$ cat src/rtl/lcd_ctrl.sv
// lcd_ctrl: memory-mapped HD44780-style character LCD sequencer.
// CPU stores land in a small command FIFO; a timer-driven FSM replays each
// word on lcd_data and generates setup, enable pulse, hold and execution
// wait in hardware.
// Ports:
//   clk       system clock, rising edge
//   reset     asynchronous active-low reset
//   wr_en     push request
//   wr_data   {RS, RW, DB[7:0]} word to push
//   full      FIFO holds FIFO_DEPTH entries
//   busy      FIFO non-empty or FSM not idle
//   overflow  sticky: a push was dropped
//   ovf_clr   synchronous clear for overflow
//   lcd_data  registered {RS, RW, DB} to the panel
//   lcd_en    registered panel enable strobe
module lcd_ctrl #(
  parameter int unsigned FIFO_DEPTH       = 4,
  parameter int unsigned SETUP_CYCLES     = 2,
  parameter int unsigned PULSE_CYCLES     = 12,
  parameter int unsigned HOLD_CYCLES      = 2,
  parameter int unsigned EXEC_CYCLES      = 50,
  parameter int unsigned LONG_EXEC_CYCLES = 2000,
  parameter int unsigned POWERON_CYCLES   = 1000
) (
  input  logic       clk,
  input  logic       reset,
  input  logic       wr_en,
  input  logic [9:0] wr_data,
  output logic       full,
  output logic       busy,
  output logic       overflow,
  input  logic       ovf_clr,
  output logic [9:0] lcd_data,
  output logic       lcd_en
);

  function automatic int unsigned max2(input int unsigned a, input int unsigned b);
    return (a > b) ? a : b;
  endfunction

  localparam int unsigned AW   = $clog2(FIFO_DEPTH);
  localparam int unsigned CW   = AW + 1;
  localparam int unsigned MAXC = max2(max2(max2(SETUP_CYCLES, PULSE_CYCLES),
                                           max2(HOLD_CYCLES, EXEC_CYCLES)),
                                      max2(LONG_EXEC_CYCLES, POWERON_CYCLES));
  localparam int unsigned TW   = $clog2(MAXC) + 1;

  localparam logic [TW-1:0] T_SETUP = TW'(SETUP_CYCLES - 1);
  localparam logic [TW-1:0] T_PULSE = TW'(PULSE_CYCLES - 1);
  localparam logic [TW-1:0] T_HOLD  = TW'(HOLD_CYCLES - 1);
  localparam logic [TW-1:0] T_EXEC  = TW'(EXEC_CYCLES - 1);
  localparam logic [TW-1:0] T_LONG  = TW'(LONG_EXEC_CYCLES - 1);
  localparam logic [TW-1:0] T_PON   = TW'(POWERON_CYCLES - 1);

  localparam logic [2:0] ST_POWERON = 3'd0;
  localparam logic [2:0] ST_IDLE    = 3'd1;
  localparam logic [2:0] ST_SETUP   = 3'd2;
  localparam logic [2:0] ST_PULSE   = 3'd3;
  localparam logic [2:0] ST_HOLD    = 3'd4;
  localparam logic [2:0] ST_EXEC    = 3'd5;

  logic [9:0]    mem_q [FIFO_DEPTH];
  logic [9:0]    mem_d [FIFO_DEPTH];
  logic [AW-1:0] wptr_q, wptr_d, rptr_q, rptr_d;
  logic [CW-1:0] count_q, count_d;
  logic          overflow_q, overflow_d;
  logic [2:0]    state_q, state_d;
  logic [TW-1:0] timer_q, timer_d;
  logic [9:0]    lcd_data_q, lcd_data_d;
  logic          lcd_en_q, lcd_en_d;

  logic push, pop, drop, long_cmd;

  assign full     = (count_q == CW'(FIFO_DEPTH));
  assign busy     = (count_q != '0) || (state_q != ST_IDLE);
  assign overflow = overflow_q;
  assign lcd_data = lcd_data_q;
  assign lcd_en   = lcd_en_q;

  // full is judged on the registered count, so a same-cycle pop never
  // rescues a push into a full FIFO.
  assign push = wr_en && !full;
  assign drop = wr_en && full;
  assign pop  = (state_q == ST_IDLE) && (count_q != '0);

  // Clear display (01) and return home (02/03) need the long execution wait.
  assign long_cmd = (lcd_data_q[9:8] == 2'b00) &&
                    ((lcd_data_q[7:0] == 8'h01) || (lcd_data_q[7:0] == 8'h02) ||
                     (lcd_data_q[7:0] == 8'h03));

  always_comb begin
    mem_d = mem_q;
    if (push) mem_d[wptr_q] = wr_data;
    wptr_d     = push ? wptr_q + 1'b1 : wptr_q;
    rptr_d     = pop  ? rptr_q + 1'b1 : rptr_q;
    count_d    = count_q + CW'(push) - CW'(pop);
    overflow_d = drop ? 1'b1 : (ovf_clr ? 1'b0 : overflow_q);
  end

  always_comb begin
    state_d    = state_q;
    timer_d    = timer_q;
    lcd_data_d = lcd_data_q;
    lcd_en_d   = lcd_en_q;
    case (state_q)
      // Power-on wait counts up from the cleared reset value; every other
      // state loads its length minus one and counts down to zero.
      ST_POWERON: begin
        lcd_en_d = 1'b0;
        if (timer_q == T_PON) begin
          state_d = ST_IDLE;
          timer_d = '0;
        end else begin
          timer_d = timer_q + 1'b1;
        end
      end
      ST_IDLE: begin
        if (pop) begin
          lcd_data_d = mem_q[rptr_q];
          state_d    = ST_SETUP;
          timer_d    = T_SETUP;
        end
      end
      ST_SETUP: begin
        if (timer_q == '0) begin
          state_d  = ST_PULSE;
          lcd_en_d = 1'b1;
          timer_d  = T_PULSE;
        end else begin
          timer_d = timer_q - 1'b1;
        end
      end
      ST_PULSE: begin
        if (timer_q == '0) begin
          state_d  = ST_HOLD;
          lcd_en_d = 1'b0;
          timer_d  = T_HOLD;
        end else begin
          timer_d = timer_q - 1'b1;
        end
      end
      ST_HOLD: begin
        if (timer_q == '0) begin
          state_d = ST_EXEC;
          timer_d = long_cmd ? T_LONG : T_EXEC;
        end else begin
          timer_d = timer_q - 1'b1;
        end
      end
      ST_EXEC: begin
        if (timer_q == '0) begin
          state_d = ST_IDLE;
        end else begin
          timer_d = timer_q - 1'b1;
        end
      end
      default: begin
        state_d  = ST_POWERON;
        timer_d  = '0;
        lcd_en_d = 1'b0;
      end
    endcase
  end

  // Storage needs no reset: the count/pointers define which entries are live.
  always_ff @(posedge clk) begin
    mem_q <= mem_d;
  end

  always_ff @(posedge clk or negedge reset) begin
    if (!reset) begin
      wptr_q     <= '0;
      rptr_q     <= '0;
      count_q    <= '0;
      overflow_q <= 1'b0;
      state_q    <= ST_POWERON;
      timer_q    <= '0;
      lcd_data_q <= '0;
      lcd_en_q   <= 1'b0;
    end else begin
      wptr_q     <= wptr_d;
      rptr_q     <= rptr_d;
      count_q    <= count_d;
      overflow_q <= overflow_d;
      state_q    <= state_d;
      timer_q    <= timer_d;
      lcd_data_q <= lcd_data_d;
      lcd_en_q   <= lcd_en_d;
    end
  end

endmodule

$ cat config.mk
export PLATFORM = sky130hd
export DESIGN_NAME = lcd_ctrl
export DESIGN_NICKNAME = d
export VERILOG_FILES = /design/src/rtl/lcd_ctrl.sv
export SDC_FILE = /design/constraint.sdc
export NUM_CORES = 1
export LEC_CHECK = 0
export ABC_AREA = 0
export CAP_MARGIN = 0
export CORE_MARGIN = 4
export CORE_UTILIZATION = 25
export CTS_CLUSTER_SIZE = 28
export DETAILED_ROUTE_END_ITERATION = 6
export SYNTH_ARGS = -nofsm -noshare
export SYNTH_HDL_FRONTEND = slang
export SYNTH_SLANG_ARGS = --single-unit
$ cat constraint.sdc
create_clock -name clk -period 6.25 [get_ports clk]
set_clock_uncertainty 0.1 [all_clocks]
set_input_delay 1.5625 -clock clk [delete_from_list [all_inputs] [get_ports clk]]
set_output_delay 1.5625 -clock clk [all_outputs]
set_load 0.02 [all_outputs]
Word level (Yosys, flattened, before mapping)
Index checks and enable logic that the tools add are counted.

storage, ports and cells
  register bits after elaboration = 74
  input bits = 14
  output and inout bits = 14

operators by class
  add/sub/neg operators = 6
  order comparisons = 3
  equality and inequality tests = 18
  muxes and demuxes = 26
  bitwise logic cells = 3
  reduce and logical (&&, ||, !) cells = 19

operators with widths
  kind                                                                  number
  12-bit two-way mux                                                    6
  12-bit one-hot mux with 6 select lines                                1
  40-bit bitwise mux                                                    1
  10-bit two-way mux                                                    3
  10-bit binary-select mux with 2-bit select                            1
  10-bit demux with 2-bit select                                        1
  3-bit two-way mux                                                     6
  3-bit one-hot mux with 6 select lines                                 1
  8-bit by 2-bit == test with 1-bit output, second input constant       2
  2-bit inequality test, second input constant                          7
  12-bit by 1-bit adder with 12-bit output, second input constant       1
  12-bit by 10-bit == test with 1-bit output, second input constant     1
  12-bit logical NOT                                                    1
  12-bit by 1-bit subtractor with 12-bit output, second input constant  1
  11-bit two-way mux                                                    1
  3-bit == test, second input constant                                  3
  8-bit by 1-bit == test with 1-bit output, second input constant       1
  3-bit by 2-bit == test with 1-bit output, second input constant       2
  3-bit greater-or-equal comparator, second input constant              2
  2-bit NOT with 3-bit output                                           2
  6-bit AND reduction                                                   1
  1-bit logical AND                                                     5
  2-bit by 1-bit adder with 2-bit output, second input constant         2
  1-bit two-way mux                                                     4
  other kinds (16)                                                      19

Logic depth before layout (Yosys ltp)
  word-level depth = 7
  mapped depth = 12
  gate-level depth less buffers = 10

Worst setup path after synthesis
OpenSTA, ideal clock, no wires.

  kind = in2reg
  start point = input port wr_en
  end point = register count_q[2]
  setup time = 0.123 ns
  arrival time = 3.047 ns
  data required time = 6.027 ns
  path slack = 2.980 ns
  stages on the path = 10
  path buffers = 1
  path through = nor2b_1 -> clkbuf_1 -> inv_1 -> ha_1 -> inv_1 -> ha_1 -> inv_1 -> fa_1 -> xnor2_1 -> xnor2_1

between the ends
  word-level cells in the longest chain between the ends = 3

ends and longest elaborated chain
  item                                         RTL line  RTL
  start: declaration                           27        input logic wr_en,
  1-bit logical AND                            82        assign push = wr_en && !full;
  3-bit by 1-bit adder with 3-bit output       96        count_d = count_q + CW'(push) - CW'(pop);
  3-bit by 1-bit subtractor with 3-bit output  96
  named net count_d[2]                         65        logic [CW-1:0] count_q, count_d;
  end signal: assignment                       183       count_q <= count_d;
  end: declaration                             65

The timed path passes the listed nets, and every way through them passes these cells.
A chain may end at the register's enable or synchronous reset.

Final worst setup path
  start point = register count_q[1]
  end point = output port busy

between the ends
  word-level cells in the longest chain between the ends = 2

ends and longest elaborated chain
  item                RTL line  RTL
  3-bit nonzero test  75        assign busy = (count_q != '0) || (state_q != ST_IDLE);
  1-bit logical OR    75
  end: declaration    30        output logic busy,

Every way passes these cells.

==> summary.md <==
| Metric | Value |
|---|---|
| Synthesized area | `0.00369 mm^2` |
| First-pass GRT wire length | `12.9 mm` |
| Pint | `0.00101 W` |
| Critical Path Start Type | `flip-flop` |
| Simple-gate portion of the synthesized area | `12.9%` |
| Outcome | `complete, no violations` |
| YS warnings | `0` |
| Total iterations of the first detailed-routing run | `4` |
| Max cap viols | `0` |
| Max-slew violation count | `0` |
| CP delay by family, top | `simple AND/OR/NAND/NOR gates` |
| CTS resizes | `0` |
| Initial DRC Count | `150` |
| Highest net fanout along the worst path | `5` |
| Layout net count | `328` |
| Sequential element share of the synthesized area | `55.6%` |
| Grt total ovfl | `0` |
| DP Wirelength | `5.32 mm` |
| Worst path slowest cell | `clkdlybuf4s50_1` |
| Synthesized area per cell | `13.3 um^2` |
| Worst Tran Pin Value | `0.816 ns` |
| Die X | `130 um` |
| Final TNS setup | `0 ns` |
| Peak Freq | `0.252 GHz` |
| Hold endpoint | `count_q[2]$_DFF_PN0_` |
| CTS Buffer Depth | `2` |
| Clk network pwr share | `42.2%` |
| Adder-cell share of the synthesized area | `3.25%` |
| # diodes | `0` |
| Antenna viol nets, final | `0` |
| Syn Inst Count | `278` |
| Period utilization | `63.6%` |
| Sw power | `0.000324 W` |
| Area share of the leading cell type in the synthesized netlist | `32.5%` |
| Die Area | `0.0168 mm^2` |
| #FFs+latches synth | `74` |
| FF-to-FF path depth | `11` |
| Mux cell area share after synthesis | `9.69%` |
| Reg clk slew, reported paths | `0.06 ns` |
| Worst r2r dst | `count_q[2]$_DFF_PN0_` |
| Port Buf Inserts | `27` |
| Synth area leader | `edfxtp_1` |
| Routed vias/inst | `4.73` |
| Placement Cell Area | `0.00410 mm^2` |
| CTS tree | `yes` |
| Cell Rows | `44` |
| Worst ir drop on vdd | `178 uV` |
| Final setup violating endpoints | `0` |
| Largest net degree at the start of global routing | `35` |
| Worst Hold Launch | `count_q[2]$_DFF_PN0_` |
| Worst path required time | `4.59 ns` |
| Top post-synthesis cells by area | `edfxtp_1 33%, dfrtp_1 23%, mux4_2 6.1%` |
| Initial Utilization | `25.5%` |
| Combinational family with the most area after synthesis | `simple AND/OR/NAND/NOR gates` |
| Relative slew slack | `45.6%` |
| Worst Setup Path Type | `flip-flop to primary output` |
| Top Ports | `28` |
| Layout fillers | `1,466` |
| Worst path bufs/invs | `2` |
| Seq pwr share | `46.4%` |
| Vias in the first global route | `2,480` |
| Post-DR wirelength/cell | `15.3 um` |
| Synth Area in XOR/XNOR | `2.13%` |
| H-tree level count | `3` |
| Synth Area in Compound Gates | `12.6%` |
| GRT Total Usage | `9.84%` |
| Layout cells sized above 1 | `20.0%` |
| FF-to-FF setup slack | `3.48 ns` |
| CTS Sinks | `74` |
| Antenna violations before repair | `0` |
| Post-synth EDFFs | `40` |
| Worst-path cell chain | `or3_2, nor3_4, inv_1, clkdlybuf4s50_1` |
| RSZ-0062 raised after global routing | `false` |
| Post-CTS Setup Inserts | `0` |
| CTS Hold Bufs | `0` |
| Worst hold path class | `flip-flop to flip-flop` |
| Syn_nets | `301` |
| Via Count | `2,335` |
| Synth cell types | `67` |
| Cts bufs inserted | `9` |
| CP max stage delay | `0.58 ns` |
| Main synth FF type | `edfxtp_1` |
| Worst-Skew Late Latency | `0.33 ns` |
| Reg2Reg Launch Point | `count_q[1]$_DFF_PN0_` |
| CP arrival | `2.31 ns` |
| Static leakage | `1.61 nW` |
| Post-route cell area | `0.00443 mm^2` |
| Hold path depth | `1` |
| Total Wirelength | `7.54 mm` |
| GP Congestion | `0.849` |
| Core Region | `0.0145 mm^2` |
| Die height | `130 um` |
| Area growth syn-to-layout | `19.9%` |
| CP endpoint kind | `primary output` |
| Power per cell area | `301 mW/mm^2` |
| Asr flop ratio synth | `45.9%` |
| Root Driver | `clkbuf_16` |
| DR DRC count | `0` |
| Hold Fails Final Rpt | `0` |
| Min cycle time layout | `3.97 ns` |
| Switch share | `24.3%` |
| WHS | `0.385 ns` |
| Combinational power share | `11.3%` |
-- state kept, by name, indices dropped and copies added (netlist names) --
| register | cells |
|---|---|
| wptr_q | 2 |
| state_q | 3 |
| count_q | 3 |
| rptr_q | 2 |
| timer_q | 12 |
| mem_q | 40 |
| overflow | 1 |
| lcd_data | 10 |
| lcd_en | 1 |
-- final cells by class --
class / instances / area [um^2] / area share (%)
inverters: 13 / 48.8 / 1.10
clock inverters: 7 / 101 / 2.29
multi-input cells: 179 / 1500 / 33.8
flip-flops and latches: 74 / 2050 / 46.3
well taps: 184 / 230 / 5.20
repair buffers: 28 / 273 / 6.16
clock buffers: 9 / 225 / 5.09
-- power groups by stage --
stage	combinational, W	sequential, W	clock, W
3_3_place_gp	0.000149	0.000625	0
5_1_grt	0.000174	0.000626	0.000599
6_report	0.000151	0.000619	0.000563
2_1_floorplan	0.0000980	0.000624	0
4_1_cts	0.000158	0.000620	0.000576
3_5_place_dp	0.000156	0.000630	0
-- how the worst max path moves through the flow --
stage | cells past startpoint | end | start
finish | 4 | busy | count_q[1]$_DFF_PN0_
global route | 4 | busy | count_q[1]$_DFF_PN0_
CTS | 4 | busy | count_q[1]$_DFF_PN0_
detailed placement | 10 | count_q[2]$_DFF_PN0_ | wr_en
global placement | 10 | count_q[2]$_DFF_PN0_ | wr_en
floorplan | 10 | count_q[2]$_DFF_PN0_ | wr_en
-- metal layers --
| layer | track usage (%) | routed length, um | vias to the layer above | share of wire (%) |
|---|---|---|---|---|
| met5 | 0 | 0 | - | 0 |
| met4 | 2.93 | 17 | 0 | 0.23 |
| met3 | 2.56 | 418 | 2 | 5.5 |
| met2 | 16.4 | 3820 | 61 | 51 |
| met1 | 12.6 | 3280 | 1168 | 44 |
| li1 | - | - | 1104 | - |
-- cells in the final DEF, fill, tap and decap left out, types with 5 or more instances in the layout --
| master | count |
|---|---|
| clkbuf_16 | 9 |
| nor2b_1 | 5 |
| edfxtp_1 | 40 |
| clkdlybuf4s50_1 | 26 |
| nand2_1 | 14 |
| dfrtp_1 | 34 |
| nor3_1 | 7 |
| o21ai_0 | 14 |
| a21oi_1 | 15 |
| xnor2_1 | 6 |
| inv_1 | 13 |
| mux2_2 | 10 |
| nor2_1 | 13 |
| mux4_2 | 10 |
| ha_1 | 8 |
| nand4_1 | 5 |
| and2_1 | 5 |
-- logic make-up (layout without fill, tap and decap cells) --
logic type / Yosys count / count (layout)
xor+xnor: 9 / 9
simple gates: 78 / 78
buf+inv: 25 / 57
fa+ha+maj: 9 / 9
compound gates: 61 / 61
flops: 74 / 74
mux: 22 / 22
-- through the flow --
step	cells	worst slack (ns)	utilization [%]	power [W]
floorplan	278	2.98	-	0.000722
global placement	478	2.33	28.3	0.000774
detailed placement	478	2.25	28.3	0.000785
CTS	494	2.26	30.6	0.00135
global route	494	2.18	30.6	0.00140
finish	494	2.28	30.6	0.00133
-- Yosys cell counts, drive strengths merged (2+ instances only) --
| cell | number |
|---|---|
| a21oi | 17 |
| and3 | 2 |
| nor2 | 13 |
| xnor2 | 6 |
| nor2b | 5 |
| nand3 | 3 |
| mux2i | 2 |
| and2b | 2 |
| or3 | 3 |
| nand4 | 5 |
| dfrtp | 34 |
| mux4 | 10 |
| o221ai | 3 |
| edfxtp | 40 |
| o21ai | 17 |
| clkbuf | 4 |
| and2 | 6 |
| a211o | 3 |
| nand2 | 14 |
| xor2 | 3 |
| inv | 13 |
| nor3b | 2 |
| ha | 8 |
| a31o | 2 |
| o22ai | 2 |
| or2 | 3 |
| nor3 | 9 |
| mux2 | 10 |
| nand2b | 3 |
| o211ai | 3 |
| buf | 8 |
| o21a | 2 |
| nor4 | 4 |
No activity file was read; power rests on OpenSTA's default activity.
